<file path="config.mk">
export PLATFORM = sky130hd
export DESIGN_NAME = axi_mem_dump_reader
export DESIGN_NICKNAME = d
export VERILOG_FILES = /design/src/rtl/axi_dump_pkg.sv /design/src/rtl/axi_mem_dump_burst_calc.sv /design/src/rtl/axi_mem_dump_reader.sv
export SDC_FILE = /design/constraint.sdc
export NUM_CORES = 1
export LEC_CHECK = 0
export ABC_AREA = 1
export ABC_CLOCK_PERIOD_IN_PS = 12900
export CAP_MARGIN = 0
export CORE_MARGIN = 3
export CORE_UTILIZATION = 48
export DETAILED_ROUTE_END_ITERATION = 7
export HOLD_SLACK_MARGIN = 0.05
export PLACE_DENSITY = 0.88
export SETUP_SLACK_MARGIN = 0.1
export SYNTH_ARGS = -nofsm -noshare
export SYNTH_HDL_FRONTEND = slang
export SYNTH_SLANG_ARGS = --single-unit
</file>
<file path="constraint.sdc">
create_clock -name clk -period 12.9 [get_ports clk]
set_clock_uncertainty 0.05 [all_clocks]
set_input_delay 2.58 -clock clk [delete_from_list [all_inputs] [get_ports clk]]
set_output_delay 2.58 -clock clk [all_outputs]
set_load 0.005 [all_outputs]
</file>
<file path="src/rtl/axi_dump_pkg.sv">
// Shared types and helpers for the AXI memory dump reader and its sibling loader.
// Holds the engine state encoding, AXI constants and the 4 KB page helper.
package axi_dump_pkg;

    typedef enum logic [1:0] {
        ST_IDLE,
        ST_ADDR,
        ST_DATA,
        ST_FIN
    } state_t;

    localparam logic [1:0] AXI_BURST_INCR = 2'b01;
    localparam logic [1:0] AXI_RESP_OKAY  = 2'b00;

    // Words between addr_lo and the next 4 KB boundary; never zero for aligned addresses.
    function automatic logic [12:0] beats_to_4k(input logic [11:0] addr_lo, input logic [2:0] size);
        logic [12:0] bytes_left;
        bytes_left = 13'h1000 - {1'b0, addr_lo};
        return bytes_left >> size;
    endfunction

endpackage

</file>
<file path="src/rtl/axi_mem_dump_burst_calc.sv">
// Burst length for the next AR: min(remaining, MAX_BURST, words to the 4 KB boundary) - 1.
// Only the page offset of the address matters, so only those bits are taken in.
module axi_mem_dump_burst_calc
    import axi_dump_pkg::*;
#(
    parameter int DATA_WIDTH = 32,
    parameter int CNT_WIDTH  = 16,
    parameter int MAX_BURST  = 16
) (
    input  logic [11:0]          addr_lo,
    input  logic [CNT_WIDTH-1:0] remaining,
    output logic [7:0]           ar_len
);

    localparam int W = (CNT_WIDTH > 14) ? CNT_WIDTH : 14;
    localparam logic [2:0] SIZE = 3'($clog2(DATA_WIDTH / 8));

    logic [W-1:0] rem_w, max_w, b4k_w, beats;

    always_comb begin
        rem_w = W'(remaining);
        max_w = W'(MAX_BURST);
        b4k_w = W'(beats_to_4k(addr_lo, SIZE));
        beats = rem_w;
        if (max_w < beats) beats = max_w;
        if (b4k_w < beats) beats = b4k_w;
        // remaining == 0 only happens while idle; keep ar_len at 0 then
        ar_len = (beats == '0) ? 8'd0 : 8'(beats - W'(1));
    end

endmodule

</file>
<file path="src/rtl/axi_mem_dump_reader.sv">
// AXI4 read initiator that walks a word range of node RAM in bursts and streams
// every word out together with its byte address; one burst outstanding at a time.
module axi_mem_dump_reader
    import axi_dump_pkg::*;
#(
    parameter int ADDR_WIDTH = 32,
    parameter int DATA_WIDTH = 32,
    parameter int ID_WIDTH   = 4,
    parameter int AXI_ID     = 0,
    parameter int MAX_BURST  = 16,
    parameter int CNT_WIDTH  = 16
) (
    input  logic                  clk,
    input  logic                  rst,
    input  logic                  start,
    input  logic [ADDR_WIDTH-1:0] base_addr,
    input  logic [CNT_WIDTH-1:0]  word_count,
    output logic                  busy,
    output logic                  done,
    output logic                  error,
    output logic [ID_WIDTH-1:0]   ar_id,
    output logic [ADDR_WIDTH-1:0] ar_addr,
    output logic [7:0]            ar_len,
    output logic [2:0]            ar_size,
    output logic [1:0]            ar_burst,
    output logic                  ar_valid,
    input  logic                  ar_ready,
    input  logic [ID_WIDTH-1:0]   r_id,
    input  logic [DATA_WIDTH-1:0] r_data,
    input  logic [1:0]            r_resp,
    input  logic                  r_last,
    input  logic                  r_valid,
    output logic                  r_ready,
    output logic [DATA_WIDTH-1:0] out_data,
    output logic [ADDR_WIDTH-1:0] out_addr,
    output logic                  out_valid,
    input  logic                  out_ready
);

    localparam logic [2:0]            SIZE = 3'($clog2(DATA_WIDTH / 8));
    localparam logic [ADDR_WIDTH-1:0] STEP = ADDR_WIDTH'(DATA_WIDTH / 8);
    localparam logic [ID_WIDTH-1:0]   ID   = ID_WIDTH'(AXI_ID);

    state_t                state, state_nxt;
    logic [ADDR_WIDTH-1:0] addr_q;        // next beat address; doubles as next AR address
    logic [CNT_WIDTH-1:0]  remaining_q;
    logic [7:0]            beat_cnt_q;    // beats left in burst minus 1
    logic                  err_q;
    logic [7:0]            len_calc;
    logic                  beat, last_beat, beat_err;

    axi_mem_dump_burst_calc #(
        .DATA_WIDTH (DATA_WIDTH),
        .CNT_WIDTH  (CNT_WIDTH),
        .MAX_BURST  (MAX_BURST)
    ) u_burst_calc (
        .addr_lo   (addr_q[11:0]),
        .remaining (remaining_q),
        .ar_len    (len_calc)
    );

    assign last_beat = (beat_cnt_q == 8'd0);
    assign beat_err  = (r_resp != AXI_RESP_OKAY) | (r_id != ID) | (r_last != last_beat);

    always_ff @(posedge clk) begin
        if (rst) state <= ST_IDLE;
        else     state <= state_nxt;
    end

    always_comb begin
        state_nxt = state;
        busy      = (state != ST_IDLE);
        done      = 1'b0;
        ar_valid  = 1'b0;
        r_ready   = 1'b0;
        out_valid = 1'b0;
        beat      = 1'b0;
        case (state)
            ST_IDLE: begin
                if (start) state_nxt = (word_count == '0) ? ST_FIN : ST_ADDR;
            end
            ST_ADDR: begin
                ar_valid = 1'b1;
                if (ar_ready) state_nxt = ST_DATA;
            end
            ST_DATA: begin
                r_ready   = out_ready;
                out_valid = r_valid;
                beat      = r_valid & out_ready;
                // sequencing follows our own beat count, never r_last
                if (beat && last_beat)
                    state_nxt = (remaining_q == CNT_WIDTH'(1)) ? ST_FIN : ST_ADDR;
            end
            ST_FIN: begin
                done      = 1'b1;
                state_nxt = ST_IDLE;
            end
            default: state_nxt = ST_IDLE;
        endcase
    end

    always_ff @(posedge clk) begin
        if (rst) begin
            addr_q      <= '0;
            remaining_q <= '0;
            beat_cnt_q  <= '0;
            err_q       <= 1'b0;
        end else begin
            case (state)
                ST_IDLE: begin
                    if (start) begin
                        addr_q      <= base_addr;
                        remaining_q <= word_count;
                        err_q       <= 1'b0;
                    end
                end
                ST_ADDR: begin
                    if (ar_ready) beat_cnt_q <= len_calc;
                end
                ST_DATA: begin
                    if (beat) begin
                        addr_q      <= addr_q + STEP;
                        remaining_q <= remaining_q - CNT_WIDTH'(1);
                        beat_cnt_q  <= beat_cnt_q - 8'd1;
                        if (beat_err) err_q <= 1'b1;
                    end
                end
                default: ;
            endcase
        end
    end

    assign error    = err_q;
    assign ar_id    = ID;
    assign ar_addr  = addr_q;
    assign ar_len   = len_calc;
    assign ar_size  = SIZE;
    assign ar_burst = AXI_BURST_INCR;
    assign out_data = r_data;
    assign out_addr = addr_q;

endmodule

</file>
==> qor.csv, run 1 <==
metric,value,unit
status,"finished, final reports clean",
final period utilization,55.62,%
number of synthesized flops with an enable pin,0,
power per standard cell area,174.0,mW/mm^2
synthesis-stage register bit count,59,
largest fanout on the critical path,8,
worst-margin pin slew,0.8540,ns
die width,110.8,um
DRC viols,0,
layout cells sized above 1,8.627,%
post-synthesis xor/xnor area fraction,4.818,%
metal2 WL,6991,um
"Non-Filler Cell Area, Final",0.006446,mm^2
Yosys top cell by area,dfxtp_1,
clk root buf,clkbuf_8,
initial antenna violation count,0,
total CTS buffers,9,
Initial Utilization,50.16,%
minimum clock period,7.175,ns
Synth cell types,52,
final slew viol count,0,
max cap viols,0,
P_leak,2.777,nW
Vias/cell,5.280,
"Reg clk slew, reported paths",0.07,ns
largest family of logic cells by synthesized area,simple AND/OR/NAND/NOR gates,
max layer used,met4,
Ports,212,
Post-CTS Resized,0,
die area,0.01228,mm^2
Post-Synth Simple-Gate Area,31.12,%
Synth Area in Compound Gates,17.54,%
WL final,14540,um
CP startpoint kind,register,
P&R area growth vs syn,22.29,%
RSZ-0062 raised after global routing,false,
Die Ht,110.8,um
WHS,0.4334,ns
Hold WC Path Type,reg2reg,
Fin Setup TNS,0,ns
clock sinks,59,
FP Rows,37,
via count,5370,
# port buffers,138,
H-tree depth,3,
most common flop cell mapped by yosys,dfxtp_1,
detailed placement HPWL,10780,um
"Cell Area, Synth",0.005271,mm^2
mux cell area share after synthesis,0,%
total grt overflow,0,
sequential area share after synthesis,22.41,%
Adder-Cell Fraction of Synth Area,4.510,%
routed wl met3,983,um
Final Hold Vio Count,0,
M1 WL,6194,um
number of global-route vias before repair,5173,
VDD IR max,0.0001529,V
n_diodes,0,
Worst Setup End Kind,output pin,
Nets,988,
drt first pass iters,5,
Setup CP Type,reg2out,
Skew-Pair Late Insertion Delay,0.34,ns
Worst Path Required,10.27,ns
share of the synthesized area in the top cell type,22.41,%
fraction of registers with async set/reset,0,%
largest cells by area after synthesis,"dfxtp_1 (22%), buf_4 (10%), nand2_1 (10%)",
Setup Buffers After CTS,0,
final core utilization,61.34,%
final RePlAce weighted congestion,0.9320,
synthesized area per cell,6.516,um^2
Achievable Freq,0.1394,GHz
core area,0.01051,mm^2
Mapped Cells,809,
Detailed Route Iter0 Violations,353,
Setup-failing EPs final,0,
clk buf depth,2,
CTS tree,done,
Antenna Nets Post-Route,0,
Crit path arrival time,4.55,ns
dpl cell area,0.006259,mm^2
largest net degree at the start of global routing,52,
first-pass GRT wire length,24110,um
DR WL/cell,14.30,um
Synth Warn #,0,
# hold bufs at CTS,0,
GRT Total Usage,23.42,%
Max-slew headroom,43.07,%
## logic make-up (layout without fill, tap and decap cells)
group,count (synthesis),after routing
compound gates,161,161
xor+xnor,29,29
fa+ha+maj,19,19
buf+inv,197,256
flops,59,59
other cells,2,15
simple gates,342,342
## power breakdown
part	total [W]	switching [W]	leakage, nW	internal, W
clock	0.000169	0.0000746	0.0947	0.0000946
sequential	0.000271	0.0000527	0.485	0.000218
combinational	0.000682	0.000380	2.20	0.000302
## routing by layer
| metal | vias to the layer above | global-route usage, % |
|---|---|---|
| li1 | 2692 | - |
| met1 | 2441 | 29.93 |
| met2 | 205 | 38.79 |
| met3 | 32 | 4.421 |
| met4 | 0 | 9.442 |
| met5 | - | 0 |
## placed cells by master, fill, tap and decap left out, drive strengths merged, types with 2 or more instances in the layout
master,Yosys,final
conb,2,15
o21ai,61,61
o211ai,9,9
dfxtp,59,59
nand4,16,16
clkdlybuf4s50,0,138
or2,3,3
a311oi,2,2
inv,94,94
a31oi,7,7
xnor2,3,3
nand2,160,160
nor2,102,102
nand3,39,39
a21oi,63,63
xor2,26,26
ha,19,19
a221oi,3,3
a211oi,6,6
nor3,13,13
o31ai,2,2
nor4,7,7
buf,77,6
clkbuf,24,14
clkinv,2,3
## cells in the mapped netlist, drive strengths merged (3+ instances only)
library cell / count
xor2: 26
dfxtp: 59
ha: 19
o21ai: 61
a211oi: 6
or2: 3
o211ai: 9
nand3: 39
inv: 94
xnor2: 3
nor4: 7
nand4: 16
a21oi: 63
buf: 77
a221oi: 3
nor3: 13
nor2: 102
nand2: 160
a31oi: 7
clkbuf: 24
## metrics by stage
step / total power (W) / worst slack (ns) / std cells
6_report: 0.001122 / 5.725 / 1017
5_1_grt: 0.001219 / 5.272 / 1017
4_1_cts: 0.001123 / 5.735 / 1017
3_5_place_dp: 0.0009498 / 6.133 / 1001
3_3_place_gp: 0.0009361 / 6.315 / 1001
2_1_floorplan: 0.0007228 / 6.955 / 822
## final timing paths
check	start	endpoint	slack [ns]	cells past startpoint
worst min-delay path	remaining_q[3]	remaining_q[3]	0.43	2
worst max-delay path	ar_addr[2]	ar_len[4]	5.72	21
worst min register to register	remaining_q[3]	remaining_q[3]	0.43	2
worst max register to register	ar_addr[2]	beat_cnt_q[4]	8.80	23
## registers in the layout, indices dropped and copies added (netlist names)
register	cells
ar_addr	32
remaining_q	16
beat_cnt_q	8
state	2
error	1
## final cells by class
class | instances | area (um^2)
Sequential cell | 59 | 1181
Multi-Input combinational cell | 566 | 3118
Clock inverter | 2 | 35.03
Tap cell | 136 | 170.2
Fill cell | 910 | 4063
Timing Repair Buffer | 144 | 1426
Inverter | 96 | 362.8
Clock buffer | 14 | 152.6
## critical path: stages (launching register included)
cell             delay, ns
dfxtp_1               0.37
inv_1                 0.13
ha_1                  0.16
inv_1                 0.05
nor3_1                0.24
nand4_1               0.18
nor2_1                0.13
nand4_1               0.08
inv_1                 0.09
ha_1                  0.25
nand2_1               0.10
inv_1                 0.04
a221oi_1              0.72
nand2_4               0.18
o21ai_4               0.26
inv_1                 0.10
ha_1                  0.24
nand3_1               0.11
or2_1                 0.11
nand3_1               0.11
inv_1                 0.07
clkdlybuf4s50_1       0.49
No activity file was read; power rests on OpenSTA's default activity.
==> run 2: changes to the inputs <==
ABC_CLOCK_PERIOD_IN_PS = 6750   (was 12900)
CORE_UTILIZATION = 45   (was 48)
PLACE_DENSITY = 0.83   (was 0.88)
clock period = 6.75 ns   (was 12.9 ns; I/O delays follow)
==> qor.csv, run 2 (synthesis results as in run 1) <==
metric,value,unit,change
Hold WC Path Type,reg2reg,,
VDD IR max,0.0003063,V,+100%
die area,0.01305,mm^2,+6.3%
n_diodes,0,,unchanged
largest net degree at the start of global routing,54,,+3.8%
total grt overflow,0,,unchanged
via count,5395,,+0.47%
number of global-route vias before repair,5110,,-1.2%
first-pass GRT wire length,24210,um,+0.43%
Final Non-Filler Cells,1020,,+0.29%
RSZ-0062 raised after global routing,false,,
final period utilization,86.57,%,
drt first pass iters,5,,unchanged
Ports,212,,unchanged
Initial Utilization,47.38,%,-2.8 points
worst-margin pin slew,0.9582,ns,+0.1042 ns
Setup-failing EPs final,0,,unchanged
core area,0.01113,mm^2,+5.9%
Vias/cell,5.289,,+0.17%
fill cell count,1067,,+17%
# port buffers,138,,unchanged
Worst Path Required,5.35,ns,-4.92 ns
minimum clock period,5.844,ns,
Final Hold Vio Count,0,,unchanged
max cap viols,0,,unchanged
CTS tree,done,,
CP startpoint kind,register,,
Worst Setup End Kind,output pin,,
total CTS buffers,9,,unchanged
Post-CTS Resized,0,,unchanged
"most common cell after layout, fill and taps aside",nand2_1,,
largest fanout on the critical path,8,,unchanged
Antenna Nets Post-Route,0,,unchanged
"Reg clk slew, reported paths",0.05,ns,-0.02 ns
status,"finished, final reports clean",,
P&R area growth vs syn,24.12,%,
clock sinks,59,,unchanged
Setup Buffers After CTS,0,,unchanged
Die Ht,114.2,um,+3.1%
DRC viols,0,,unchanged
clk buf depth,2,,unchanged
WL final,14910,um,+2.6%
Skew-Pair Late Insertion Delay,0.33,ns,about the same
Achievable Freq,0.1711,GHz,
placed insts,1004,,+0.30%
"commonest cells after routing, fill and taps aside","nand2_1 (145), clkdlybuf4s50_1 (138), nor2_1 (86)",,
P_leak,2.814,nW,+1.3%
initial antenna violation count,0,,unchanged
layout cells sized above 1,8.864,%,+0.24 points
Nets,987,,-0.10%
die width,114.2,um,+3.1%
# hold bufs at CTS,0,,unchanged
H-tree depth,3,,unchanged
GRT Total Usage,22.82,%,-0.61 points
FP Rows,38,,+2.7%
final RePlAce weighted congestion,0.9023,,-3.2%
Fin Setup TNS,0,ns,unchanged
detailed placement HPWL,10950,um,+1.6%
power per standard cell area,343.6,mW/mm^2,+97%
Detailed Route Iter0 Violations,383,,+8.5%
Crit path arrival time,4.44,ns,-0.11 ns
Setup CP Type,reg2out,,
Max-slew headroom,35.97,%,-7.1 points
final slew viol count,0,,unchanged
DR WL/cell,14.62,um,+2.3%
max reg flops,32,,unchanged
clk root buf,clkbuf_16,,
-- run 2: changes by cell type in the layout (fill, tap and decap cells not counted), moves of 2 or more --
cell,delta
clkinvlp_4,+2
clkbuf_8,-8
clkbuf_16,+9
clkbuf_1,-3
-- run 2: layout make-up --
class | count | area, um^2 | area share (%)
flip-flops and latches | 59 | 1181 | 18.05
inverters | 96 | 362.8 | 5.546
clock inverters | 4 | 25.02 | 0.3825
well taps | 140 | 175.2 | 2.677
multi-input cells | 566 | 3123 | 47.73
clock buffers | 12 | 256.5 | 3.920
repair buffers | 143 | 1419 | 21.69
-- run 2: power by group --
part / internal (W) / switching (W)
Clock: 0.000267 / 0.000165
Sequential: 0.000417 / 0.000101
Combinational: 0.000577 / 0.000721
-- run 2: worst max-delay path, cell delays in order (launching register included) --
cell	delay, ns
dfxtp_1	0.35
nor2_4	0.17
nand4_1	0.14
nor3_1	0.28
nand2_1	0.09
clkinv_1	0.09
nand3_1	0.08
xor2_1	0.19
ha_1	0.26
nand2_1	0.09
inv_1	0.04
a221oi_1	0.69
nand2_4	0.18
o21ai_4	0.26
inv_1	0.10
ha_1	0.21
nand3_1	0.10
nor2_2	0.05
nand2_4	0.08
nand3_1	0.10
inv_1	0.06
clkdlybuf4s50_1	0.49
-- run 2: final timing paths --
| check | slack [ns] | end | from | cells after the start |
|---|---|---|---|---|
| worst max-delay path | 0.91 | ar_len[7] | ar_addr[0] | 21 |
| worst min-delay path | 0.43 | remaining_q[12] | remaining_q[12] | 2 |
| worst max register to register | 2.73 | beat_cnt_q[1] | ar_addr[0] | 23 |
| worst min register to register | 0.43 | remaining_q[12] | remaining_q[12] | 2 |
-- run 2: routing by layer --
layer	wire (um)	share of wire, %	up-vias	GRT usage (%)
li1	-	-	2693	-
met1	6306	42	2491	27.98
met2	7418	50	190	39.62
met3	948	6.4	21	5.180
met4	238	1.6	0	7.126
met5	0	0	-	0
-- run 2: through the flow --
stage	utilization (%)	cell area [um^2]	hold WS (ns)	power (W)	setup slack, ns
finish	58.81	6543	0.4296	0.002248	0.9064
global route	58.81	6543	0.4737	0.002440	0.4207
CTS	58.81	6543	0.4274	0.002259	0.8902
detailed placement	56.28	6261	0.4190	0.001816	1.239
global placement	56.28	6261	0.4193	0.001798	1.378
floorplan	-	5320	0.4067	0.001381	2.035
==> run 3: changes to the inputs <==
CORE_MARGIN = not set   (was 3)
==> qor.csv, run 3 (synthesis results as in run 1) <==
metric,value,unit,change
Crit path top cell by count,inv_1,,
WL final,13930,um,-6.6%
final RePlAce weighted congestion,0.9130,,+1.2%
Worst Path Required,5.35,ns,about the same
Setup Buffers After CTS,0,,unchanged
Die Ht,110.2,um,-3.5%
Skew-Pair Late Insertion Delay,0.32,ns,about the same
WHS,0.4293,ns,-0.0002370 ns
VDD IR max,0.0003608,V,+18%
GR Layer Usage met1,30.33,%,+2.4 points
max cap viols,0,,unchanged
final slew viol count,0,,unchanged
DR WL/cell,13.62,um,-6.9%
CP startpoint kind,register,,
power per standard cell area,345.7,mW/mm^2,+0.62%
Detailed Route Iter0 Violations,314,,-18%
"CP delay by family, top",simple AND/OR/NAND/NOR gates,,
global routing usage on met3,4.056,%,-1.1 points
# hold bufs at CTS,0,,unchanged
minimum clock period,5.836,ns,-0.007230 ns
# port buffers,138,,unchanged
total grt overflow,0,,unchanged
Crit path arrival time,4.44,ns,about the same
CP peak stage delay,0.68,ns,about the same
DRC viols,0,,unchanged
P_leak,2.823,nW,+0.32%
die area,0.01215,mm^2,-6.9%
clock sinks,59,,unchanged
CTS tree,done,,
total CTS buffers,9,,unchanged
largest fanout on the critical path,8,,unchanged
"Reg clk slew, reported paths",0.06,ns,about the same
CP max-delay cell,a221oi_1,,
GR peak layer,met2,,
layout cells sized above 1,8.977,%,+0.11 points
Hold WC Path Type,reg2reg,,
Antenna Nets Post-Route,0,,unchanged
Max-slew headroom,33.61,%,-2.4 points
detailed placement HPWL,10340,um,-5.6%
GRT Total Usage,23.22,%,+0.41 points
M2 GR Usage,38.21,%,-1.4 points
die width,110.2,um,-3.5%
largest net degree at the start of global routing,47,,-13%
"most common cell after layout, fill and taps aside",nand2_1,,
final period utilization,86.46,%,-0.11 points
clk buf depth,2,,unchanged
CP Cell Sequence,inv_1 -> ha_1 -> inv_1 -> nor3_1 -> nand4_1 -> nor2_1 -> nand4_1 -> inv_1 -> ha_1 -> nand2_1 -> inv_1 -> a221oi_1 -> nand2_4 -> o21ai_4 -> inv_1 -> ha_1 -> nand3_1 -> nor2_2 -> nand2_4 -> inv_4 -> nor2_4 -> clkdlybuf4s50_1,,
FP Rows,39,,+2.6%
number of global-route vias before repair,4655,,-8.9%
P&R area growth vs syn,24.50,%,
Fin Setup TNS,0,ns,unchanged
Initial Utilization,46.16,%,-1.2 points
H-tree depth,3,,unchanged
status,"finished, final reports clean",,
Setup CP Type,reg2out,,
Vias/cell,5.214,,-1.4%
n_diodes,0,,unchanged
Post-CTS Resized,0,,unchanged
Setup-failing EPs final,0,,unchanged
"commonest cells after routing, fill and taps aside","nand2_1 (145), clkdlybuf4s50_1 (138), nor2_1 (86)",,
Nets,987,,unchanged
crit path buf inv count,7,,+2
fill cell count,1101,,+3.2%
core area,0.01142,mm^2,+2.6%
via count,5334,,-1.1%
Achievable Freq,0.1713,GHz,+0.12%
Ports,212,,unchanged
initial antenna violation count,0,,unchanged
RSZ-0062 raised after global routing,false,,
worst-margin pin slew,0.9958,ns,+0.03760 ns
Final Hold Vio Count,0,,unchanged
drt first pass iters,5,,unchanged
max reg flops,32,,unchanged
Worst Setup End Kind,output pin,,
first-pass GRT wire length,22030,um,-9.0%
clk root buf,clkbuf_16,,
[run 3: metal layers]
| metal | share of wire (%) | routed length (um) |
|---|---|---|
| met1 | 44 | 6114 |
| met4 | 2.2 | 303 |
| met2 | 48 | 6645 |
| met3 | 6.2 | 866 |
| met5 | 0 | 0 |
[run 3: path summary, 6_finish.rpt]
check                  from             end  slack, ns  depth (start not counted)
max reg2reg      ar_addr[2]   beat_cnt_q[1]       2.74                         24
max              ar_addr[2]       ar_len[1]       0.91                         22
min          remaining_q[7]  remaining_q[7]       0.43                          2
min reg2reg  remaining_q[7]  remaining_q[7]       0.43                          2
[run 3: stage by stage]
step	worst slack (ns)	instances	area, um^2	total power, W	utilization, %
6_report	0.9136	1023	6563	0.002269	57.47
5_1_grt	0.5301	1023	6563	0.002469	57.47
4_1_cts	0.9079	1023	6563	0.002279	57.47
3_5_place_dp	1.263	1007	6260	0.001806	54.82
3_3_place_gp	1.373	1007	6260	0.001788	54.82
2_1_floorplan	2.035	822	5320	0.001381	-
[run 3: worst register-to-register path, delay by kind of cell (launching register included)]
| family | cells | cell delay (ns) |
|---|---|---|
| AND/OR/NAND/NOR | 11 | 1.38 |
| AO/OA/AOI/OAI | 4 | 0.99 |
| adder cells (fa/ha/maj) | 3 | 0.57 |
| buffers and inverters | 6 | 0.51 |
| flip-flops | 1 | 0.36 |
[run 3: power by group]
part	leakage (nW)	internal (W)	total, W	switching, W
Combinational	2.19	0.000575	0.00129	0.000711
Clock	0.145	0.000295	0.000463	0.000168
Sequential	0.485	0.000417	0.000519	0.000102
Total	2.82	0.00129	0.00227	0.000980
[run 3: area by class of cell]
| class | count | area [um^2] | share of cell area (%) |
|---|---|---|---|
| flip-flops and latches | 59 | 1181 | 18.00 |
| well taps | 143 | 178.9 | 2.726 |
| inverters | 96 | 362.8 | 5.529 |
| clock inverters | 6 | 63.81 | 0.9724 |
| clock buffers | 10 | 239.0 | 3.642 |
| repair buffers | 143 | 1419 | 21.62 |
| multi-input cells | 566 | 3118 | 47.51 |
